===== config.mk =====
export PLATFORM = sky130hd
export DESIGN_NAME = core_arf_dbg
export DESIGN_NICKNAME = d
export VERILOG_FILES = /design/src/rtl/core_arf_dbg.sv
export SDC_FILE = /design/constraint.sdc
export NUM_CORES = 1
export LEC_CHECK = 0
export ABC_CLOCK_PERIOD_IN_PS = 3150
export CAP_MARGIN = 5
export CORE_ASPECT_RATIO = 1.4
export CORE_UTILIZATION = 40
export DETAILED_ROUTE_END_ITERATION = 7
export DONT_BUFFER_PORTS = 1
export GPL_TIMING_DRIVEN = 0
export SLEW_MARGIN = 10
export SYNTH_ARGS = -nofsm -noshare
export SYNTH_HDL_FRONTEND = slang
export SYNTH_SLANG_ARGS = --single-unit

===== constraint.sdc =====
create_clock -name clk_i -period 3.15 [get_ports clk_i]
set_clock_uncertainty 0.05 [all_clocks]
set_input_delay 0.315 -clock clk_i [delete_from_list [all_inputs] [get_ports clk_i]]
set_output_delay 0.315 -clock clk_i [all_outputs]
set_load 0.02 [all_outputs]

===== src/rtl/core_arf_dbg.sv =====
// rtl/core_arf_dbg.sv - debug-side ARF master: serializes READ/WRITE/DUMP/CLEAR console commands
// ARF ports are flattened: arf_r_* is the core_arf_r master, arf_w_* is the core_arf_w master.
module core_arf_dbg (
  input  logic        clk_i,
  input  logic        arst_ni,
  input  logic        cmd_valid_i,
  output logic        cmd_ready_o,
  input  logic [1:0]  cmd_op_i,
  input  logic [3:0]  cmd_addr_i,
  input  logic [15:0] cmd_data_i,
  input  logic        core_halted_i,
  output logic        rsp_valid_o,
  input  logic        rsp_ready_i,
  output logic [3:0]  rsp_addr_o,
  output logic [15:0] rsp_data_o,
  output logic        rsp_last_o,
  output logic        busy_o,
  output logic [3:0]  arf_r_addr_o,
  input  logic [15:0] arf_r_data_i,
  output logic        arf_w_en_o,
  output logic [3:0]  arf_w_addr_o,
  output logic [15:0] arf_w_data_o
);

  localparam logic [1:0] OP_READ  = 2'b00;
  localparam logic [1:0] OP_WRITE = 2'b01;

  typedef enum logic [2:0] {S_IDLE, S_WAIT, S_RD, S_WR, S_RSP} state_t;

  state_t      r_state;
  state_t      w_next;
  logic [1:0]  r_op;
  logic [3:0]  r_ptr;
  logic [15:0] r_wdata;
  logic [3:0]  r_rsp_addr;
  logic [15:0] r_rsp_data;
  logic        r_rsp_last;
  logic        w_op_is_rd;

  // READ and DUMP both have op bit 0 clear; they go through RD, the others through WR
  assign w_op_is_rd = ~r_op[0];

  always_ff @(posedge clk_i or negedge arst_ni) begin
    if (!arst_ni) begin
      r_state <= S_IDLE;
    end else begin
      r_state <= w_next;
    end
  end

  always_comb begin
    w_next      = r_state;
    cmd_ready_o = 1'b0;
    rsp_valid_o = 1'b0;
    arf_w_en_o  = 1'b0;
    case (r_state)
      S_IDLE: begin
        cmd_ready_o = 1'b1;
        if (cmd_valid_i) begin
          if (!core_halted_i)   w_next = S_WAIT;
          else if (!cmd_op_i[0]) w_next = S_RD;
          else                  w_next = S_WR;
        end
      end
      S_WAIT: begin
        if (core_halted_i) w_next = w_op_is_rd ? S_RD : S_WR;
      end
      S_RD: begin
        w_next = core_halted_i ? S_RSP : S_WAIT;
      end
      S_WR: begin
        // a halt drop parks here with the write strobe low and ptr frozen
        if (core_halted_i) begin
          arf_w_en_o = 1'b1;
          if (r_op == OP_WRITE || r_ptr == 4'hF) w_next = S_RSP;
        end
      end
      S_RSP: begin
        rsp_valid_o = 1'b1;
        if (rsp_ready_i) begin
          if (r_rsp_last)         w_next = S_IDLE;
          else if (core_halted_i) w_next = S_RD;
          else                    w_next = S_WAIT;
        end
      end
      default: w_next = S_IDLE;
    endcase
  end

  always_ff @(posedge clk_i or negedge arst_ni) begin
    if (!arst_ni) begin
      r_op       <= 2'b00;
      r_ptr      <= 4'd0;
      r_wdata    <= 16'd0;
      r_rsp_addr <= 4'd0;
      r_rsp_data <= 16'd0;
      r_rsp_last <= 1'b0;
    end else begin
      case (r_state)
        S_IDLE: begin
          if (cmd_valid_i) begin
            r_op    <= cmd_op_i;
            r_wdata <= cmd_data_i;
            r_ptr   <= cmd_op_i[1] ? 4'd0 : cmd_addr_i;
          end
        end
        S_RD: begin
          if (core_halted_i) begin
            r_rsp_addr <= r_ptr;
            r_rsp_data <= arf_r_data_i;
            r_rsp_last <= (r_op == OP_READ) || (r_ptr == 4'hF);
          end
        end
        S_WR: begin
          if (core_halted_i) begin
            if (r_op == OP_WRITE) begin
              r_rsp_addr <= r_ptr;
              r_rsp_data <= r_wdata;
              r_rsp_last <= 1'b1;
            end else if (r_ptr != 4'hF) begin
              r_ptr <= r_ptr + 4'd1;
            end else begin
              r_rsp_addr <= 4'hF;
              r_rsp_data <= 16'd0;
              r_rsp_last <= 1'b1;
            end
          end
        end
        S_RSP: begin
          if (rsp_ready_i && !r_rsp_last) r_ptr <= r_ptr + 4'd1;
        end
        default: ;
      endcase
    end
  end

  assign busy_o       = (r_state != S_IDLE);
  assign rsp_addr_o   = r_rsp_addr;
  assign rsp_data_o   = r_rsp_data;
  assign rsp_last_o   = r_rsp_last;
  assign arf_r_addr_o = r_ptr;
  assign arf_w_addr_o = arf_w_en_o ? r_ptr : 4'd0;
  assign arf_w_data_o = (arf_w_en_o && r_op == OP_WRITE) ? r_wdata : 16'd0;

endmodule


## Word-level counts from Yosys, hierarchy flattened

Index checks and enable logic that the tools add are counted.
Widths: inputs -> output; s select.

- Flip-flop bits (word level): 46
- Word-level logic and storage cells: 79
- Input port bits: 43

- Reduce and logical (&&, ||, !) cells: 14
- Equality and inequality tests: 17
- Multiplexer cells: 40
- $add $sub $neg: 1

Operators by type and width:

| cell | count |
|---|---|
| $mux 16 | 5 |
| $mux 4 | 11 |
| $pmux 16 s2 | 1 |
| $mux 3 | 6 |
| $ne 2x2->1 const B | 9 |
| $pmux 3 s5 | 1 |
| $pmux 4 s3 | 1 |
| $mux 1 | 10 |
| $pmux 4 s2 | 1 |
| $eq 3x2->1 const B | 2 |
| $mux 2 | 3 |
| $reduce_and 6->1 | 1 |
| $reduce_bool 3->1 | 2 |
| $reduce_and 5->1 | 1 |
| $add 4x1->4 const B | 1 |
| $eq 4x4->1 const B | 1 |
| $ne 4x4->1 const B | 1 |
| $reduce_and 4->1 | 1 |
| $eq 3x1->1 const B | 1 |
| $eq 3x3->1 const B | 1 |
| $logic_not 3->1 | 1 |
| $ne 3x3->1 const B | 1 |
| $eq 2x1->1 const B | 1 |
| $logic_and 1x1->1 | 2 |
| other kinds (6) | 7 |

## Logic depth before layout (Yosys ltp)

Gate-level depths: netlist of the first run.

- Depth after elaboration: 5
- Mapped depth: 6
- Gate-level depth less buffers: 5

## Worst setup path before layout of the first run

Ideal clock, no wire load.

- Path kind: register -> register
- From: register r_state[2]
- To: register r_op[0]
- Path slack: 1.210 ns
- Clock period less this slack: 1.940 ns
- Path buffers: 3
- Cell stages (with the launch flop): 7
- Arrival: 1.766 ns
- Setup time: 0.125 ns
- Required time: 2.975 ns
- Cells stage by stage: dfrtp_1 buf_4 nor3_2 and2_1 buf_4 buf_4 mux2_2

- Cells in the longest elaborated chain, start to end: 2

RTL lines:

| item | RTL line | source |
|---|---|---|
| start, declared | 30 | `state_t r_state;` |
| start signal, assigned | 47 | `r_state <= w_next;` |
| $logic_not 3->1 | 99 | `case (r_state)` |
| $reduce_and 2->1 (no line) | n/a |  |
| end signal, assigned | 102 | `r_op <= cmd_op_i;` |
| end, declared | 32 | `logic [1:0] r_op;` |

No other way between the ends.
A chain may end at the register's enable or synchronous reset.

## Worst setup path after layout of the first run

- From: register r_state[2]
- To: output port arf_w_data_o[2]

- Cells in the longest elaborated chain, start to end: 4

RTL lines:

| item | RTL line | source |
|---|---|---|
| $eq 3x2->1 | 56 | `case (r_state)` |
| $mux 1 | 56 |  |
| $logic_and 1x1->1 | 143 | `assign arf_w_data_o = (arf_w_en_o && r_op == OP_WRITE) ? r_wdata : 16'd0;` |
| $mux 16 | 143 |  |
| end, declared | 22 | `output logic [15:0] arf_w_data_o` |

No other way between the ends.

==> results of run 1 <==
[state kept, by name, summed over array words and instances, names as in the netlist]
| signal | count |
|---|---|
| r_op | 2 |
| r_wdata | 16 |
| r_state | 3 |
| rsp_data_o | 16 |
| arf_r_addr_o | 4 |
| rsp_last_o | 1 |
| rsp_addr_o | 4 |
[cell usage after synthesis (3+ instances only)]
| cell type | instances | area, sq um |
|---|---|---|
| a21oi_1 | 25 | 125.1 |
| a22oi_1 | 16 | 120.1 |
| and2_1 | 5 | 31.28 |
| and3_1 | 18 | 112.6 |
| buf_2 | 6 | 30.03 |
| buf_4 | 3 | 22.52 |
| clkbuf_1 | 5 | 18.77 |
| dfrtp_1 | 46 | 1151 |
| inv_1 | 5 | 18.77 |
| mux2_2 | 19 | 214.0 |
| nor2_1 | 28 | 105.1 |
[how the worst max path moves through the flow]
stage                               start               to  slack, ns  cells past startpoint
after floorplan                r_state[2]          r_op[0]       1.21                      6
after global placement         r_state[2]  arf_w_data_o[2]       0.88                      5
after detailed placement  arf_r_addr_o[0]   rsp_data_o[11]       0.88                      5
after CTS                      r_state[2]  arf_w_data_o[2]       0.58                      5
after global routing           r_state[2]  arf_w_data_o[1]       0.44                      5
final                          r_state[2]  arf_w_data_o[2]       0.59                      5
[area by class of cell]
| cell class | count | area, sq um | share of cell area, % |
|---|---|---|---|
| Sequential cell | 46 | 1151 | 43.89 |
| Multi-Input combinational cell | 154 | 1135 | 43.27 |
| Buffer | 16 | 93.84 | 3.578 |
| Tap cell | 70 | 87.58 | 3.340 |
| Clock buffer | 7 | 86.33 | 3.292 |
| Timing Repair Buffer | 2 | 37.54 | 1.431 |
| Inverter | 7 | 26.28 | 1.002 |
| Clock inverter | 1 | 5.005 | 0.1908 |
[cells by family (layout without fill, tap and decap cells)]
group | after synthesis | after routing | synth area share [%]
xor gates and xnor gates | 1 | 1 | 0.3641
adders and majority gates | 1 | 1 | 0.5199
AOI/OAI and AO/OA | 61 | 61 | 18.83
DFF | 46 | 46 | 47.84
and+or+nand+nor | 69 | 69 | 16.90
muxes | 22 | 22 | 10.56
buffers and inverters | 23 | 33 | 4.992
[power by group through the flow]
stage	clock network (mW)	registers [mW]	logic, mW
6_report	0.367	1.34	1.22
3_5_place_dp	0	1.36	1.21
5_1_grt	0.404	1.38	1.36
2_1_floorplan	0	1.27	1.02
3_3_place_gp	0	1.35	1.19
4_1_cts	0.382	1.34	1.23
[cells in the final DEF (no fill, tap or decap), types with 2 or more instances in the layout]
cell type and n:
nand3_1 2, mux2_4 2, clkbuf_1 6, and3_1 18
inv_2 2, a21oi_1 25, o31ai_1 2, buf_6 2
a21oi_2 2, a22oi_1 16, buf_4 3, mux2_2 19
clkbuf_8 6, nor4_1 2, and2_1 5, nor2_1 28
dfrtp_1 46, a21boi_0 2, inv_1 5, buf_2 6
[per-layer routing]
layer	vias to the layer above	GRT usage [%]
li1	826	-
met1	880	24.67
met2	72	30.78
met3	15	4.733
met4	0	8.688
met5	-	0
[through the flow]
step	cells	util (%)	setup slack, ns	instance area (sq um)
after floorplan	223	-	1.210	2406
after global routing	303	45.05	0.4398	2623
after detailed placement	293	42.83	0.8829	2494
final	303	45.05	0.5882	2623
after global placement	293	42.83	0.8805	2494
after CTS	303	45.05	0.5772	2623
==> summary.txt, run 1 <==
Global routing
  • Largest net degree at the start of global routing: 47
  • All-layer global routing usage: about a fifth
  • First-pass GRT wire length: between 9000 and 10,000 um
  • Number of global-route vias before repair: 1,799
  • Total congestion overflow: 0
  • Initial antenna violation count: 0

Timing
  • Period utilization: 81.33%
  • Slew Viols, Final: 0
  • Worst-Margin Slew: 0.6161 ns
  • Final Hold Vio Count: 0
  • Fin Setup TNS: 0 ns
  • Final setup viols: 0
  • Slew margin rel.: 58.78%
  • F_max: between 300 and 400 MHz
  • RSZ-0062 raised after global routing: false
  • Min Tclk post-route: 2.562 ns
  • Hold slack: 0.1167 ns

Critical path
  • Worst-path cell chain: buf_4, nand3b_4, nor2_1, clkbuf_1, and3_1
  • Critical R2R Capture: rsp_data_o[11]
  • R2R Path Start: arf_r_addr_o[0]
  • Critical Path Start Type: flip-flop
  • R2R cell count: 5
  • Flop2flop setup slack: 0.89 ns
  • Slowest-stage cell, CP: clkbuf_1
  • Critical path fanouts, max: 10
  • Critical Path RT: 2.78 ns
  • Critical Path AT: 2.20 ns
  • Crit end category: output port
  • WP buf/inv: 2
  • Crit path largest cell delay: 0.44 ns
  • Setup CP Type: flip-flop to output port
  • Family with the most delay on the worst path: simple AND/OR/NAND/NOR gates

Routing
  • DR WL met2: ~3000 um
  • DR vias: 1,793
  • Drt via density: 5.917
  • Metal3 WL: 362 um
  • Average wire per standard cell: 19.47 um
  • Post-DRT Antenna Nets: 0
  • Starting DRT DRC Count: 120
  • Final wirelength: slightly below 6000 um
  • Post-route DRC: 0
  • Highest routed layer: met4
  • DR pass1 iterations: 4
  • Post-Route M1 WL: 2390 um

Clocking
  • Number of clock sinks: 46
  • CTS resizes: 0
  • Clock-pin slew on the worst setup and hold paths: 0.09 ns
  • Hold_buf cts: 2
  • Total CTS buffers: 5
  • CTS tree: done
  • CTS root buffer: clkbuf_8
  • Longest Clk Path Bufs: 2
  • Insertion delay to the later sink of the worst-skew pair: 0.29 ns
  • Post-CTS Setup Repair Bufs: 0
  • H-Tree Depth: 2

Placed design
  • RD Place Congestion: 0.7838
  • PortBufs: 0
  • HPWL Detailed: 4259 um

Power
  • Clock power frac: 12.6%
  • Reg power frac: 45.8%
  • Max VDD drop: 0.0003910 V
  • Switching fraction of total power: between 40% and 50%
  • Pint: 1.639 mW
  • Pleak: 1.154 nW
  • Gate power share: between 40% and 50%
  • Power per Cell Area: 1113 nW/um^2
  • Net switching power figure: between 1 and 1.5 mW
  • Overall Power: approximately 2.9 mW

Layout
  • # fillers: 573
  • Area Growth Syn to Fin: 8.997%
  • Share of cells above drive strength 1: 23.61%
  • Antenna diodes: 0
  • Nets: 276

Synth
  • EDFF count, synth: 0
  • Syn Inst Count: 223
  • Syn avg cell area: 10.79 sq um
  • Synthesized cell area: between 2000 and 2500 sq um
  • Async set-or-reset flop fraction in the synthesized netlist: 100.0%
  • Post-synthesis sequential area ratio: 47.84%
  • Distinct cells, synth: 50
  • Ys flop type: dfrtp_1
  • Post-synthesis net count: 267
  • Synth Warn #: 0
  • Yosys reg bits: 46

Floorplan
  • Die Y: 93.77 um
  • Die width: 67.55 um
  • Row count: 33
  • Initial Util: between 40% and 50%
  • Core ar.: 5822 sq um
  • # IOs: 92
  • Die ar.: about 6300 sq um

Status
  • Status: completed

Run
  • Number of max-cap violations: 0

Worst hold path
  • Worst Hold End: r_wdata[10]
  • Hold Path Depth: 1
  • HP Class: primary input to flip-flop
  • Hold path start: cmd_data_i[10]
No activity file was read; power rests on OpenSTA's default activity.
==> run 2: changes to the inputs <==
--- a/config.mk
+++ b/config.mk
@@ -5,7 +5,7 @@
 export SDC_FILE = /design/constraint.sdc
 export NUM_CORES = 1
 export LEC_CHECK = 0
-export ABC_CLOCK_PERIOD_IN_PS = 3150
+export ABC_CLOCK_PERIOD_IN_PS = 2500
 export CAP_MARGIN = 5
 export CORE_ASPECT_RATIO = 1.4
 export CORE_UTILIZATION = 40
==> constraint.sdc (replaced) <==
create_clock -name clk_i -period 2.5 [get_ports clk_i]
set_clock_uncertainty 0.05 [all_clocks]
set_input_delay 0.25 -clock clk_i [delete_from_list [all_inputs] [get_ports clk_i]]
set_output_delay 0.25 -clock clk_i [all_outputs]
set_load 0.02 [all_outputs]
==> run 2 against run 1 <==
Power rose by 26%. Routed wire length rose by 0.12%. Design area about the same. Sequential share of layout area is essentially flat. Critical path type unchanged.
==> summary.txt, run 2 (synthesis gave the netlist of run 1 again) <==
Critical path
  • Crit path depth: 5
  • Critical path fanouts, max: 10
  • Crit path largest cell delay: 0.39 ns
  • Family with the most delay on the worst path: simple AND/OR/NAND/NOR gates
  • Critical Path AT: 2.04 ns
  • Slowest-stage cell, CP: dfrtp_1
  • Setup CP Type: flip-flop to output port
  • R2R cell count: 5
  • Worst-path cell chain: buf_4, nand3b_4, nor2_1, clkbuf_2, and3_1
  • Critical Path Start Type: flip-flop
  • Crit end category: output port
  • Critical Path RT: 2.20 ns
  • WP buf/inv: 2

Routing
  • Starting DRT DRC Count: 121
  • Average wire per standard cell: roughly 19 um
  • Post-DRT Antenna Nets: 0
  • Final wirelength: 5906 um
  • DR vias: 1,795
  • Post-route DRC: 0
  • DR pass1 iterations: 4
  • Drt via density: 5.924

Global routing
  • All-layer global routing usage: between 10% and 20%
  • Number of global-route vias before repair: roughly 1,800
  • Total congestion overflow: 0
  • Initial antenna violation count: 0
  • Largest net degree at the start of global routing: 47
  • First-pass GRT wire length: 9114 um

Placed design
  • RD Place Congestion: 0.7838
  • PortBufs: 0
  • Dpl cells: 293
  • Placed cell areas: 2494 sq um
  • Pre-CTS setup slack: 0.2329 ns
  • HPWL Detailed: roughly 4300 um

Floorplan
  • Core ar.: just under 6000 sq um
  • Die width: 67.55 um
  • Die Y: 93.77 um
  • Initial Util: 41.33%
  • # IOs: 92
  • Die ar.: approximately 6300 sq um
  • Row count: 33

Timing
  • Fin Setup TNS: 0 ns
  • Final worst-path setup slack: 0.1563 ns
  • Slew Viols, Final: 0
  • F_max: 426.7 MHz
  • Period utilization: 93.75%
  • Final setup viols: 0
  • Slew margin rel.: ~60%
  • Final Hold Vio Count: 0
  • Min Tclk post-route: 2.344 ns
  • Worst-Margin Slew: 0.6161 ns
  • RSZ-0062 raised after global routing: false

Clocking
  • CTS root buffer: clkbuf_8
  • CTS tree: done
  • Post-CTS Setup Repair Bufs: 0
  • Number of clock sinks: 46
  • Total CTS buffers: 5
  • Clock-pin slew on the worst setup and hold paths: 0.09 ns
  • H-Tree Depth: 2
  • Insertion delay to the later sink of the worst-skew pair: 0.29 ns
  • Longest Clk Path Bufs: 2

Power
  • Overall Power: 3.680 mW
  • Pleak: 1.161 nW
  • Power per Cell Area: 1402 nW/um^2
  • Max VDD drop: 0.0004924 V

Layout
  • Most common cell after layout, fill and taps aside: dfrtp_1
  • Area Growth Syn to Fin: 9.100%
  • Nets: 276
  • Post-route cell area: 2625 sq um
  • Share of cells above drive strength 1: 24.46%
  • Commonest cells after routing, fill and taps aside: dfrtp_1, nor2_1, a21oi_1, mux2_2, and3_1
  • Antenna diodes: 0
  • Post-Layout Cell Count: around 300

Run
  • Number of max-cap violations: 0

Worst hold path
  • HP Class: primary input to flip-flop
  • Hold Path Depth: 1

Status
  • Status: completed
==> run 2: cell counts in the layout (fill, tap and decap cells not counted) <==
Identical to the previous run, type by type.
==> run 2: cell type report <==
type,count,area [sq um]
buffer,16,96.34
sequential,46,1151
tap,70,87.58
fill,572,3197
clock buffer,7,86.33
timing repair buffer,2,37.54
clock inverter,1,5.005
multi-input combinational,154,1135
inverter,7,26.28
==> run 2: report_power, final <==
group | leakage (nW) | internal (mW) | switching (mW)
Sequential | 0.532 | 1.12 | 0.561
Clock | 0.0482 | 0.223 | 0.238
Combinational | 0.580 | 0.721 | 0.814
Total | 1.16 | 2.07 | 1.61
==> run 2: metrics by stage <==
stage               utilization (%)  hold WS [ns]
global route                  45.09       0.03983
floorplan                         -      -0.09559
CTS                           45.07       0.04459
finish                        45.09       0.05172
detailed placement            42.83      -0.09453
global placement              42.83      -0.09471
==> run 2: repair_timing <==
| action | 4_1_cts | 5_1_grt |
|---|---|---|
| setup endpoints to repair | 4 | 10 |
| cloned | 0 | 0 |
| hold buffers | 2 | 0 |
| pin swaps | 0 | 0 |
| hold endpoints to repair | 46 | 0 |
| gates resized for setup | 1 | 2 |
==> run 2: layer usage <==
metal,part of all wire [%],wire [um],track usage [%]
met1,41,2398,24.67
met4,3.1,185,8.688
met3,6.1,363,4.733
met5,0,0,0
met2,50,2958,30.78
==> run 2: worst register-to-register path, delay by kind of cell (launching register included) <==
kind / cells / cell delay, ns
AOI/OAI and AO/OA: 2 / 0.57
adders and majority gates: 1 / 0.25
buffers and inverters: 1 / 0.45
DFF: 1 / 0.56
and+or+nand+nor: 1 / 0.24
==> run 2: final timing paths <==
check | endpoint | slack (ns) | start
min | r_wdata[10] | 0.05 | cmd_data_i[10]
max reg2reg | rsp_data_o[8] | 0.24 | arf_r_addr_o[0]
max in group asynchronous | r_wdata[12] | 1.73 | arst_ni
min reg2reg | r_wdata[3] | 0.48 | r_wdata[3]
min in group asynchronous | r_wdata[15] | 0.46 | arst_ni
max | arf_w_data_o[2] | 0.16 | r_state[2]
